<file path="src/rtl/apb3_pkg.sv">
// Shared definitions for the APB3 multi-master bridge: FSM states, select-width
// helper and response error-cause codes.
package apb3_pkg;

  typedef enum logic [1:0] {
    IDLE   = 2'd0,
    SETUP  = 2'd1,
    ACCESS = 2'd2,
    RESP   = 2'd3
  } apb_state_t;

  localparam logic [1:0] ERR_NONE = 2'd0;
  localparam logic [1:0] ERR_SLV  = 2'd1;
  localparam logic [1:0] ERR_DEC  = 2'd2;
  localparam logic [1:0] ERR_TMO  = 2'd3;

  function automatic int sel_bits(input int n);
    return (n <= 2) ? 1 : $clog2(n);
  endfunction

endpackage

</file>
<file path="src/rtl/apb3_addr_decoder.sv">
// Combinational slave decoder: top address bits pick the slave, and indices
// beyond NUM_SLAVES flag a decode error.
module apb3_addr_decoder
  import apb3_pkg::*;
#(
  parameter int ADDR_WIDTH = 8,
  parameter int NUM_SLAVES = 4,
  parameter int SEL_BITS   = sel_bits(NUM_SLAVES)
) (
  input  logic [ADDR_WIDTH-1:0] addr,
  output logic [NUM_SLAVES-1:0] sel,
  output logic [SEL_BITS-1:0]   index,
  output logic                  dec_err
);

  assign index = addr[ADDR_WIDTH-1 -: SEL_BITS];

  // Only a non-power-of-two slave count leaves unused index codes.
  if ((1 << SEL_BITS) > NUM_SLAVES) begin : g_dec_err
    assign dec_err = (index >= SEL_BITS'(NUM_SLAVES));
  end else begin : g_no_dec_err
    assign dec_err = 1'b0;
  end

  assign sel = dec_err ? '0 : (NUM_SLAVES'(1) << index);

endmodule

</file>
<file path="src/rtl/apb3_multi_master.sv">
// APB3 master with valid/ready request port, IDLE/SETUP/ACCESS/RESP FSM and
// registered response. Optional ACCESS timeout is enabled by APB_TIMEOUT_EN.
module apb3_multi_master
  import apb3_pkg::*;
#(
  parameter int ADDR_WIDTH     = 8,
  parameter int DATA_WIDTH     = 32,
  parameter int NUM_SLAVES     = 4,
  parameter int TIMEOUT_CYCLES = 16
) (
  input  logic                             pclk,
  input  logic                             preset,
  input  logic                             req_valid,
  output logic                             req_ready,
  input  logic                             req_write,
  input  logic [ADDR_WIDTH-1:0]            req_addr,
  input  logic [DATA_WIDTH-1:0]            req_wdata,
  output logic                             rsp_valid,
  output logic [DATA_WIDTH-1:0]            rsp_rdata,
  output logic                             rsp_err,
  output logic [ADDR_WIDTH-1:0]            paddr,
  output logic                             pwrite,
  output logic [DATA_WIDTH-1:0]            pwdata,
  output logic [NUM_SLAVES-1:0]            psel,
  output logic                             penable,
  input  logic [NUM_SLAVES*DATA_WIDTH-1:0] prdata,
  input  logic [NUM_SLAVES-1:0]            pready,
  input  logic [NUM_SLAVES-1:0]            pslverr
);

  localparam int SEL_BITS = sel_bits(NUM_SLAVES);

  apb_state_t              r_state;
  logic [ADDR_WIDTH-1:0]   r_paddr;
  logic                    r_pwrite;
  logic [DATA_WIDTH-1:0]   r_pwdata;
  logic [NUM_SLAVES-1:0]   r_sel;
  logic [SEL_BITS-1:0]     r_idx;
  logic                    r_rsp_valid;
  logic [DATA_WIDTH-1:0]   r_rsp_rdata;
  logic [1:0]              r_err_cause;

  logic [NUM_SLAVES-1:0]   w_sel;
  logic [SEL_BITS-1:0]     w_idx;
  logic                    w_dec_err;
  logic                    w_pready;
  logic                    w_pslverr;
  logic [DATA_WIDTH-1:0]   w_rdata;

  apb3_addr_decoder #(
    .ADDR_WIDTH (ADDR_WIDTH),
    .NUM_SLAVES (NUM_SLAVES),
    .SEL_BITS   (SEL_BITS)
  ) u_dec (
    .addr    (req_addr),
    .sel     (w_sel),
    .index   (w_idx),
    .dec_err (w_dec_err)
  );

  // Only the selected slave's handshake and data are observed.
  assign w_pready  = |(pready & r_sel);
  assign w_pslverr = |(pslverr & r_sel);

  always_comb begin
    w_rdata = '0;
    for (int i = 0; i < NUM_SLAVES; i++) begin
      if (SEL_BITS'(i) == r_idx) w_rdata = prdata[i*DATA_WIDTH +: DATA_WIDTH];
    end
  end

`ifdef APB_TIMEOUT_EN
  localparam int CNT_W = $clog2(TIMEOUT_CYCLES + 1);
  logic [CNT_W-1:0] r_cnt;
  logic             w_timeout;
  assign w_timeout = (r_cnt == CNT_W'(TIMEOUT_CYCLES - 1));
`endif

  always_ff @(posedge pclk or posedge preset) begin
    if (preset) begin
      r_state     <= IDLE;
      r_paddr     <= '0;
      r_pwrite    <= 1'b0;
      r_pwdata    <= '0;
      r_sel       <= '0;
      r_idx       <= '0;
      r_rsp_valid <= 1'b0;
      r_rsp_rdata <= '0;
      r_err_cause <= ERR_NONE;
`ifdef APB_TIMEOUT_EN
      r_cnt       <= '0;
`endif
    end else begin
      case (r_state)
        IDLE: begin
          if (req_valid) begin
            r_paddr  <= req_addr;
            r_pwrite <= req_write;
            r_pwdata <= req_wdata;
            r_sel    <= w_sel;
            r_idx    <= w_idx;
            if (w_dec_err) begin
              r_state     <= RESP;
              r_rsp_valid <= 1'b1;
              r_rsp_rdata <= '0;
              r_err_cause <= ERR_DEC;
            end else begin
              r_state <= SETUP;
            end
          end
        end
        SETUP: begin
          r_state <= ACCESS;
`ifdef APB_TIMEOUT_EN
          r_cnt   <= '0;
`endif
        end
        ACCESS: begin
          // A ready in the final allowed cycle still completes normally.
          if (w_pready) begin
            r_state     <= RESP;
            r_rsp_valid <= 1'b1;
            r_rsp_rdata <= (!r_pwrite && !w_pslverr) ? w_rdata : '0;
            r_err_cause <= w_pslverr ? ERR_SLV : ERR_NONE;
          end
`ifdef APB_TIMEOUT_EN
          else if (w_timeout) begin
            r_state     <= RESP;
            r_rsp_valid <= 1'b1;
            r_rsp_rdata <= '0;
            r_err_cause <= ERR_TMO;
          end else begin
            r_cnt <= r_cnt + 1'b1;
          end
`endif
        end
        default: begin
          r_state     <= IDLE;
          r_rsp_valid <= 1'b0;
          r_rsp_rdata <= '0;
          r_err_cause <= ERR_NONE;
        end
      endcase
    end
  end

  assign req_ready = (r_state == IDLE);
  assign paddr     = r_paddr;
  assign pwrite    = r_pwrite;
  assign pwdata    = r_pwdata;
  assign psel      = ((r_state == SETUP) || (r_state == ACCESS)) ? r_sel : '0;
  assign penable   = (r_state == ACCESS);
  assign rsp_valid = r_rsp_valid;
  assign rsp_rdata = r_rsp_rdata;
  assign rsp_err   = (r_err_cause != ERR_NONE);

endmodule
</file>
<file path="config.mk">
export PLATFORM = sky130hd
export DESIGN_NAME = apb3_multi_master
export DESIGN_NICKNAME = d
export VERILOG_FILES = /design/src/rtl/apb3_pkg.sv /design/src/rtl/apb3_addr_decoder.sv /design/src/rtl/apb3_multi_master.sv
export SDC_FILE = /design/constraint.sdc
export NUM_CORES = 1
export LEC_CHECK = 0
export ABC_CLOCK_PERIOD_IN_PS = 2700
export CAP_MARGIN = 10
export CORE_MARGIN = 2
export CORE_UTILIZATION = 30
export CTS_BUF_LIST = sky130_fd_sc_hd__clkbuf_8
export CTS_CLUSTER_SIZE = 12
export DETAILED_ROUTE_END_ITERATION = 7
export PLACE_DENSITY_LB_ADDON = 0.3
export SYNTH_ARGS = -nofsm -noshare
export SYNTH_HDL_FRONTEND = slang
export SYNTH_HIERARCHICAL = 1
export SYNTH_SLANG_ARGS = --single-unit
</file>
<file path="constraint.sdc">
create_clock -name pclk -period 2.7 [get_ports pclk]
set_clock_uncertainty 0.15 [all_clocks]
set_input_delay 0.27 -clock pclk [delete_from_list [all_inputs] [get_ports pclk]]
set_output_delay 0.27 -clock pclk [all_outputs]
set_load 0.01 [all_outputs]
</file>
==> impl_metrics.json <==
{
  "critPathMaxStageDelay_ns": 0.47,
  "first_pass_iters": 4,
  "path_delay_family": "buffers and inverters",
  "overflow": 0,
  "setup_tns_ns": 0,
  "synth_warnings": 6,
  "detail_route.drc_violations": 0,
  "gr-usage-all-layers": 0.169,
  "diodes": 0,
  "pin_count": 261,
  "clk_latency_ns": 0.36,
  "wl_per_cell_um": 17.7,
  "die-area_sq_um": 15900,
  "yosysUniqueCellTypes": 31,
  "grt_pass1_vias": 4096,
  "cp.required_ns": 2.28,
  "max_slew_margin": 0.641,
  "fmax_ghz": 0.436,
  "rsz0062_at_grt": "no",
  "fin_crit_sh": 0.849,
  "cp.buffers_inverters": 2,
  "fin_nets": 759,
  "final.min_clock_period_ns": 2.29,
  "cts_tree": "built",
  "tightestPinTransition_ns": 0.538,
  "die_y_um": 126,
  "slew_viol_final": 0,
  "hold_slack_ns": 0.359,
  "syn_area_per_cell_sq_um": 13.7,
  "irDropWorstVdd_mv": 0.535,
  "leakagePower_uw": 0.00301,
  "cp_max_fo": 5,
  "synth_cells": 325,
  "syn2layout_area_growth_pct": 67.4,
  "rows": 44,
  "synth_area_leaders": "dfrtp_1 (47%), mux4_2 (16%), mux2_2 (12%)",
  "start_kind": "register",
  "holdCritPathClass": "register to register",
  "post-route-worst-setup-slack_ns": 0.408,
  "synthesis.nets": 509,
  "crit_chain": "inv_1 > ha_1 > and2_2 > clkdlybuf4s50_1",
  "cts.sinks": 84,
  "antenna_found_initial": 0,
  "clockRootBuffer": "clkbuf_8",
  "finalSetupViolCount": 0,
  "vias_per_cell": 4.84,
  "crit_type": "register to output port",
  "synth.yosys.seq_area_share": 0.470,
  "h-tree-depth": 3,
  "routed_wl_um": 13500,
  "power_density_nw_per_um2": 1010,
  "drtIter0Drc": 90,
  "synth_top_area_frac": 0.470,
  "place_congestion": 0.758,
  "crit_arrival_ns": 1.87,
  "port_buffers": 260,
  "drv_cap": 0,
  "grt_max_degree": 78,
  "slowest_stage": "clkdlybuf4s50_1",
  "numCtsBuffers": 9,
  "core_area_sq_um": 14500,
  "ant_nets": 0,
  "fp.dieW_um": 126,
  "critPathCaptureType": "output port",
  "netlist.top_cell.by_area": "dfrtp_1",
  "clk_pin_slew_ns": 0.09,
  "hold_violations": 0,
  "outcome": "finished clean",
  "clk_path_buf_depth": 2,
  "yosys_register_bits": 84,
  "vias": 3696,
  "drive_gt1_frac": 0.200,
  "syn-cell-area_sq_um": 4470,
  "place_ws_ns": 0.482,
  "grt_pass1_wl_um": 21200,
  "hpwl_um": 10200,
  "initial_core_util": 0.307
}
[metrics by stage]
| step | power [uW] | util | instance area, sq um | std cells |
|---|---|---|---|---|
| 6_report | 7520 | 0.515 | 7480 | 764 |
| 5_1_grt | 8040 | 0.515 | 7480 | 764 |
| 4_1_cts | 7660 | 0.515 | 7480 | 764 |
| 3_5_place_dp | 6610 | 0.499 | 7250 | 747 |
| 3_3_place_gp | 6500 | 0.499 | 7250 | 747 |
| 2_1_floorplan | 4770 | - | 4470 | 325 |
[power by group]
group          leakage [uW]  internal (uW)  switching, uW
Sequential          0.00106           1830            411
Combinational       0.00184           2530           1760
Clock              0.000107            519            470
Total               0.00301           4880           2640
[area by class of cell]
class,instances,area [sq um]
fillers,1286,7050
repair buffers,269,2740
flip-flops and latches,84,2100
multi-input cells,175,2060
well taps,184,230
inverters,36,136
clock buffers,9,124
clock inverters,7,92.6
[cells in the mapped netlist]
library cell,number
buf_1,3
conb_1,1
and2_2,2
nor2b_1,2
mux4_2,32
or3_1,1
o22a_1,1
nand2_1,2
a21oi_1,1
inv_1,36
dfrtp_1,84
o21a_1,1
nand4_1,32
nor2_1,2
mux2_4,2
mux2_2,48
a22oi_1,2
mux2i_1,32
a222oi_1,1
buf_12,3
buf_6,1
and2b_2,1
and2_1,3
a32oi_1,1
clkbuf_1,9
or2_2,1
buf_2,7
a21boi_0,2
buf_4,7
ha_1,4
a311oi_1,1
[cells by family after synthesis]
| group | count (synthesis) | share of synthesized area |
|---|---|---|
| mux | 114 | 0.361 |
| fa+ha+maj | 4 | 0.0112 |
| flops | 84 | 0.470 |
| buf+inv | 66 | 0.0759 |
| compound gates | 10 | 0.0176 |
| simple gates | 46 | 0.0633 |
| other cells | 1 | 0.000839 |
[registers in the layout, summed over array words and instances (netlist names)]
signal / flops
rsp_valid: 1
rsp_rdata: 32
r_state: 2
pwdata: 32
paddr: 8
r_sel: 4
pwrite: 1
r_err_cause: 2
r_idx: 2
[metal layers]
metal  global-route usage  share of wire  vias up
li1                     -              -     1688
met1                0.188           0.39     1818
met2                0.297           0.50      174
met3               0.0629          0.094       16
met4               0.0575          0.016        0
met5                    0              0        -
[path summary, 6_finish.rpt]
path,startpoint,to,slack [ns],depth (start not counted)
worst max-delay path,r_state[0]$_DFFE_PP0P_,psel[0],0.41,4
min in group asynchronous,preset,pwdata[12]$_DFFE_PP0P_,0.53,3
worst min register to register,paddr[2]$_DFFE_PP0P_,paddr[2]$_DFFE_PP0P_,0.36,1
worst max register to register,r_state[0]$_DFFE_PP0P_,rsp_rdata[8]$_DFFE_PP0P_,0.49,6
worst min-delay path,paddr[2]$_DFFE_PP0P_,paddr[2]$_DFFE_PP0P_,0.36,1
max in group asynchronous,preset,r_idx[0]$_DFFE_PP0P_,1.23,4
[what timing repair did]
action | 4_1_cts | 5_1_grt
hold buffers | 1 | 0
setup buffers | 0 | 0
endpoints found under the hold margin | 7 | 0
resized for setup | 0 | 0
[cells in the final DEF (no fill, tap or decap), drive strengths merged, types with 4 or more instances in the layout]
master	n
and2	5
buf	8
clkbuf	9
clkdlybuf4s50	260
dfrtp	84
ha	4
inv	37
mux2	50
mux2i	32
mux4	32
nand4	32
Power figures use the tool's default switching activity.
